### config.mk
export PLATFORM = sky130hd
export DESIGN_NAME = board_render_ctrl
export DESIGN_NICKNAME = d
export VERILOG_FILES = /design/src/rtl/board_render_ctrl.sv
export SDC_FILE = /design/constraint.sdc
export NUM_CORES = 1
export LEC_CHECK = 0
export ABC_AREA = 1
export BUFFER_PORTS_ARGS = -buffer_cell sky130_fd_sc_hd__clkbuf_2
export CAP_MARGIN = 10
export CORE_ASPECT_RATIO = 0.6
export CORE_UTILIZATION = 57
export CTS_CLUSTER_SIZE = 16
export DETAILED_ROUTE_END_ITERATION = 7
export PLACE_DENSITY = 0.76
export RECOVER_POWER = 50
export SYNTH_ARGS = -nofsm -noshare
export SYNTH_HDL_FRONTEND = slang
export SYNTH_SLANG_ARGS = --single-unit
### constraint.sdc
create_clock -name Clk -period 9.1 [get_ports Clk]
set_input_delay 1.82 -clock Clk [delete_from_list [all_inputs] [get_ports Clk]]
set_output_delay 1.82 -clock Clk [all_outputs]
set_load 0.05 [all_outputs]
### src/rtl/board_render_ctrl.sv
// Board RAM arbiter, hblank line-buffer prefetch and per-pixel color index for the Tetris board.
// Optional build macro GRID_LINES_EN draws 4'hc grid lines on the empty cells.
module board_render_ctrl #(
  parameter int BOARD_X0 = 240,
  parameter int BOARD_Y0 = 80,
  parameter int BORDER_W = 4
) (
  input  logic       Clk,
  input  logic       Reset,
  input  logic [9:0] DrawX,
  input  logic [9:0] DrawY,
  input  logic       game_req,
  input  logic       game_we,
  input  logic [7:0] game_addr,
  input  logic [3:0] game_wdata,
  output logic       game_ack,
  output logic [3:0] game_rdata,
  output logic [7:0] ram_addr,
  output logic       ram_we,
  output logic [3:0] ram_wdata,
  input  logic [3:0] ram_rdata,
  output logic [3:0] color,
  output logic       fetching
);

  typedef enum logic [1:0] {S_IDLE, S_FETCH, S_DRAIN} state_t;

  localparam logic signed [10:0] L_X0  = 11'(BOARD_X0);
  localparam logic signed [10:0] L_Y0  = 11'(BOARD_Y0);
  localparam logic signed [10:0] L_BDR = 11'(BORDER_W);
  localparam logic signed [10:0] L_W   = 11'sd160;
  localparam logic signed [10:0] L_H   = 11'sd320;

  state_t      r_state;
  logic        r_fetching;
  logic [3:0]  r_col;
  logic [7:0]  r_fetch_addr;
  logic        r_cap_en;
  logic [3:0]  r_cap_idx;
  logic        r_prev_640;
  logic [3:0]  r_linebuf [0:9];
  logic        r_rd_pending;
  logic [3:0]  r_game_rdata;
  logic [3:0]  r_color;

  logic               w_at_640;
  logic               w_edge;
  logic [9:0]         w_next_y;
  logic signed [10:0] w_ny_rel;
  logic               w_ny_in;
  logic [4:0]         w_fetch_row;
  logic [7:0]         w_row_base;
  logic               w_start;
  logic               w_grant;
  logic               w_oob;

  // One fetch per line: only the rising edge of DrawX==640 counts.
  assign w_at_640    = (DrawX == 10'd640);
  assign w_edge      = w_at_640 & ~r_prev_640;
  assign w_next_y    = (DrawY == 10'd524) ? 10'd0 : DrawY + 10'd1;
  assign w_ny_rel    = $signed({1'b0, w_next_y}) - L_Y0;
  assign w_ny_in     = (w_ny_rel >= 11'sd0) && (w_ny_rel < L_H);
  assign w_fetch_row = w_ny_rel[8:4];
  assign w_row_base  = {w_fetch_row, 3'b000} + {2'b00, w_fetch_row, 1'b0};

  assign w_start = (r_state == S_IDLE) && w_edge && w_ny_in;
  assign w_grant = (r_state == S_IDLE) && !w_start && game_req;
  assign w_oob   = (game_addr >= 8'd200);

  always_ff @(posedge Clk or posedge Reset) begin
    if (Reset) begin
      r_state      <= S_IDLE;
      r_fetching   <= 1'b0;
      r_col        <= 4'd0;
      r_fetch_addr <= 8'd0;
      r_cap_en     <= 1'b0;
      r_cap_idx    <= 4'd0;
    end else begin
      // NOTE: non-blocking everywhere in clocked blocks so every register samples pre-edge values.
      r_cap_en <= 1'b0;
      unique case (r_state)
        S_IDLE: begin
          if (w_start) begin
            r_state      <= S_FETCH;
            r_fetching   <= 1'b1;
            r_col        <= 4'd0;
            r_fetch_addr <= w_row_base;
          end
        end
        S_FETCH: begin
          r_cap_en  <= 1'b1;
          r_cap_idx <= r_col;
          if (r_col == 4'd9) begin
            r_state    <= S_DRAIN;
            r_fetching <= 1'b0;
          end else begin
            r_col        <= r_col + 4'd1;
            r_fetch_addr <= r_fetch_addr + 8'd1;
          end
        end
        S_DRAIN: r_state <= S_IDLE;
        default: r_state <= S_IDLE;
      endcase
    end
  end

  // Grant is decided and presented in the same cycle so a held request is never granted twice.
  always_comb begin
    // NOTE: every output gets a default first, so no path leaves a latch behind.
    ram_addr  = 8'd0;
    ram_we    = 1'b0;
    ram_wdata = 4'h0;
    game_ack  = 1'b0;
    if (r_state == S_FETCH) begin
      ram_addr = r_fetch_addr;
    end else if (w_grant) begin
      ram_addr  = game_addr;
      ram_we    = game_we & ~w_oob;
      ram_wdata = game_wdata;
      game_ack  = 1'b1;
    end
  end

  logic signed [10:0] w_dx;
  logic signed [10:0] w_dy;
  logic               w_visible;
  logic               w_in_board;
  logic               w_in_outer;
  logic [3:0]         w_cell;
  logic [3:0]         w_cell_val;
  logic [3:0]         w_color;

  assign w_dx       = $signed({1'b0, DrawX}) - L_X0;
  assign w_dy       = $signed({1'b0, DrawY}) - L_Y0;
  assign w_visible  = (DrawX < 10'd640) && (DrawY < 10'd480);
  assign w_in_board = (w_dx >= 11'sd0) && (w_dx < L_W) && (w_dy >= 11'sd0) && (w_dy < L_H);
  assign w_in_outer = (w_dx >= -L_BDR) && (w_dx < L_W + L_BDR) &&
                      (w_dy >= -L_BDR) && (w_dy < L_H + L_BDR);
  assign w_cell     = w_dx[7:4];
  assign w_cell_val = (w_cell < 4'd10) ? r_linebuf[w_cell] : 4'h0;

  always_comb begin
    w_color = 4'hf;
    if (w_visible) begin
      if (w_in_board) begin
        if (w_cell_val != 4'h0) begin
          w_color = w_cell_val;
        end else begin
          w_color = 4'h0;
`ifdef GRID_LINES_EN
          if ((w_dx[3:0] == 4'd0) || (w_dy[3:0] == 4'd0)) w_color = 4'hc;
`endif
        end
      end else if (w_in_outer) begin
        w_color = 4'hd;
      end
    end
  end

  always_ff @(posedge Clk or posedge Reset) begin
    if (Reset) begin
      r_prev_640   <= 1'b0;
      r_rd_pending <= 1'b0;
      r_game_rdata <= 4'h0;
      r_color      <= 4'hf;
      // NOTE: the line buffer is reset on purpose: a reset mid-fetch must not leave a half row on screen.
      for (int i = 0; i < 10; i++) r_linebuf[i] <= 4'h0;
    end else begin
      r_prev_640   <= w_at_640;
      r_rd_pending <= w_grant & ~game_we & ~w_oob;
      if (r_cap_en) r_linebuf[r_cap_idx] <= ram_rdata;
      if (w_grant && w_oob) r_game_rdata <= 4'h0;
      else if (r_rd_pending) r_game_rdata <= ram_rdata;
      r_color <= w_color;
    end
  end

  // Read data is forwarded in the cycle it arrives, then held by the register.
  assign game_rdata = r_rd_pending ? ram_rdata : r_game_rdata;
  assign color      = r_color;
  assign fetching   = r_fetching;

endmodule

==> flow_metrics.py <==
metrics = {
    "die": {
        "rows": 24,
        "die_w_um": 117,
        "core_um2": 7480,
        "io_pins": 63,
        "die_area_um2": 8330,
        "die_h_um": 71.1,
        "start_util": 0.606,
    },
    "clock_network": {
        "clk_pin_slew_ps": 60,
        "cts_buffers": 9,
        "root_buffer": "clkbuf_16",
        "cts_sinks": 70,
        "htree_levels": 3,
        "clk_path_buf_depth": 2,
        "post_cts.repair.setup_buffers": 0,
        "cts_tree": "built",
        "ctsHoldBuffers": 0,
        "cts_resized": 0,
        "insertion_delay_ps": 330,
    },
    "power_and_ir_drop": {
        "ir_worst_vdd_v": 0.000109,
        "power_density_nw_per_um2": 164,
        "leakage_nw": 2.73,
    },
    "logic_synthesis": {
        "synthDistinctLibCells": 41,
        "synth_top_area_share": 0.364,
        "netlist_instances": 627,
        "syn-cell-area_um2": 4530,
        "synth.avg_cell_area_um2": 7.23,
        "synth_commonest_cells": "nand2_1 (164), inv_1 (77), dfrtp_1 (66)",
        "synth_seq_cells": 70,
        "synth_top_area_cell": "dfrtp_1",
        "synth_fp_nets": 684,
        "synth_edf_count": 0,
        "synthTopCellsByArea": "dfrtp_1 (36%), nand2_1 (14%), o21ai_0 (6.4%), inv_1 (6.4%), nand3_1 (6.3%)",
        "synth_seq_area_share": 0.387,
        "ys.flop_type": "dfrtp_1",
        "synth.most_common_cell": "nand2_1",
        "yosys_warnings": 0,
        "ys_async_sr_fraction": 1.00,
    },
    "placement": {
        "hpwl_um": 8300,
        "pre_cts_slack_ps": 2830,
        "port_buffers": 62,
        "place.gp.congestion": 0.958,
    },
    "outcome": {
        "failed_checks": "capacitance limit, slew limit",
        "status": "finished, violations left",
    },
    "job": {
        "cap_violations": 1,
    },
    "sta": {
        "fin_skew_ps": 11.2,
        "period_minus_slack_ps": 6340,
        "setup_viol": 0,
        "maxSlewHeadroom": -1.49,
        "max_freq_ghz": 0.158,
        "hold_viol": 0,
        "rsz0062_at_grt": "false",
        "tns_ps": 0,
        "setup_ws_ps": 2760,
        "finalMaxSlewViolations": 71,
        "tightest_slew_ps": 3740,
        "period_share": 0.696,
    },
    "global_routing": {
        "grt_pass1_vias": 3841,
        "grt_pass1_wl_um": 18300,
        "grt_usage": 0.289,
        "grt_start_max_net_pins": 71,
        "antenna_found_initial": 0,
        "grt.overflow.total": 0,
    },
    "drt": {
        "drt-initial-drc-count": 419,
        "ant_nets": 0,
        "drc": 0,
        "avgRoutedWirePerCell_um": 14.1,
        "routed_wl_um": 11300,
        "viasPerCell": 5.47,
        "num_vias": 4355,
        "firstDrtPassIters": 5,
    },
    "layout": {
        "layout-drive-gt1-share": 0.178,
        "ff_latch_area_um2": 1760,
        "nFillCells": 619,
        "fin_nets": 744,
        "fin_util": 0.700,
        "area_growth_syn_to_layout_pct": 15.4,
        "n_antenna_cell": 0,
        "multi_input_area_um2": 2390,
    },
    "worst_hold_path": {
        "hold_class": "register to register",
    },
    "worst_setup_path": {
        "crit_arrival_ps": 4520,
        "path_max_fanout": 23,
        "critPathLaunchType": "primary input",
        "crit_required_ps": 7280,
        "crit_type": "primary input to output port",
        "cp-end-kind": "output port",
    },
}
[state kept, by name, summed over array words and instances, names as in the netlist]
signal,flops
r_fetch_addr,8
r_prev_640,1
r_state,2
r_rd_pending,1
r_cap_idx,4
fetching,1
r_game_rdata,4
r_cap_en,1
r_linebuf,40
color,4
r_col,4
[stage by stage]
stage | cells | instance area [µm²] | power (mW) | hold slack (ps)
final | 796 | 5230 | 0.859 | 483
after global routing | 796 | 5230 | 0.890 | 506
after CTS | 796 | 5240 | 0.860 | 483
after detailed placement | 780 | 4920 | 0.481 | 469
after global placement | 780 | 4920 | 0.477 | 461
after floorplan | 627 | 4530 | 0.439 | 445
[kinds of logic after synthesis]
kind of cell / Yosys count / share of synthesized area
XOR/XNOR: 7 / 0.0135
AND/OR/NAND/NOR: 327 / 0.334
AO/OA/AOI/OAI: 104 / 0.124
flip-flops: 70 / 0.387
buffers and inverters: 99 / 0.0858
multiplexers: 3 / 0.00662
adder cells (fa/ha/maj): 17 / 0.0486
[routing by layer]
layer / up-vias / track usage / routed length, µm
met5: - / 0 / 0
met4: 0 / 0.0520 / 76
met3: 9 / 0.0857 / 1210
met2: 219 / 0.403 / 4440
met1: 1970 / 0.445 / 5530
li1: 2157 / - / -
[layout make-up]
class | instances | area share
Clock buffer | 10 | 0.0438
Timing Repair Buffer | 65 | 0.0617
Clock inverter | 6 | 0.0179
Sequential cell | 70 | 0.336
Tap cell | 104 | 0.0249
Inverter | 83 | 0.0595
Multi-Input combinational cell | 458 | 0.456
[placed cells by master, fill, tap and decap left out, types with 4 or more instances in the layout]
cell type and n:
a21oi_1 22, clkbuf_1 5, clkbuf_16 9, clkbuf_2 60, dfrtp_1 66, dfstp_2 4, ha_1 16, inv_1 77
inv_2 5, nand2_1 164, nand2_2 8, nand3_1 57, nand3_2 16, nand4_1 7, nor2_1 45, nor2_2 10
nor3_1 10, o211ai_1 6, o21ai_0 58, o21ai_1 7, xor2_1 6
[where the power goes]
part / internal, mW / total (mW) / switching [mW] / leakage, nW
registers: 0.322 / 0.328 / 0.00573 / 0.796
logic: 0.0444 / 0.150 / 0.105 / 1.78
clock network: 0.242 / 0.381 / 0.140 / 0.153
[worst max-delay path, stage by stage]
cell	delay (ps)
clkbuf_2	320
inv_1	640
ha_1	280
nand3_1	80
nor3_1	160
nand2_1	110
nor2_1	100
nand2_1	70
a21oi_1	160
nand3_2	270
nand3_1	160
o21ai_1	90
clkbuf_2	260
[final timing paths]
path	from	endpoint	slack, ps	cells after the start
max in group asynchronous	Reset	r_linebuf[13]	4080	3
min	r_linebuf[10]	r_linebuf[10]	480	2
min in group asynchronous	Reset	r_linebuf[24]	2910	3
min reg2reg	r_linebuf[10]	r_linebuf[10]	480	2
max	DrawX[4]	ram_addr[5]	2760	13
max reg2reg	r_state[0]	r_fetch_addr[3]	6750	7
Power figures use the tool's default switching activity.
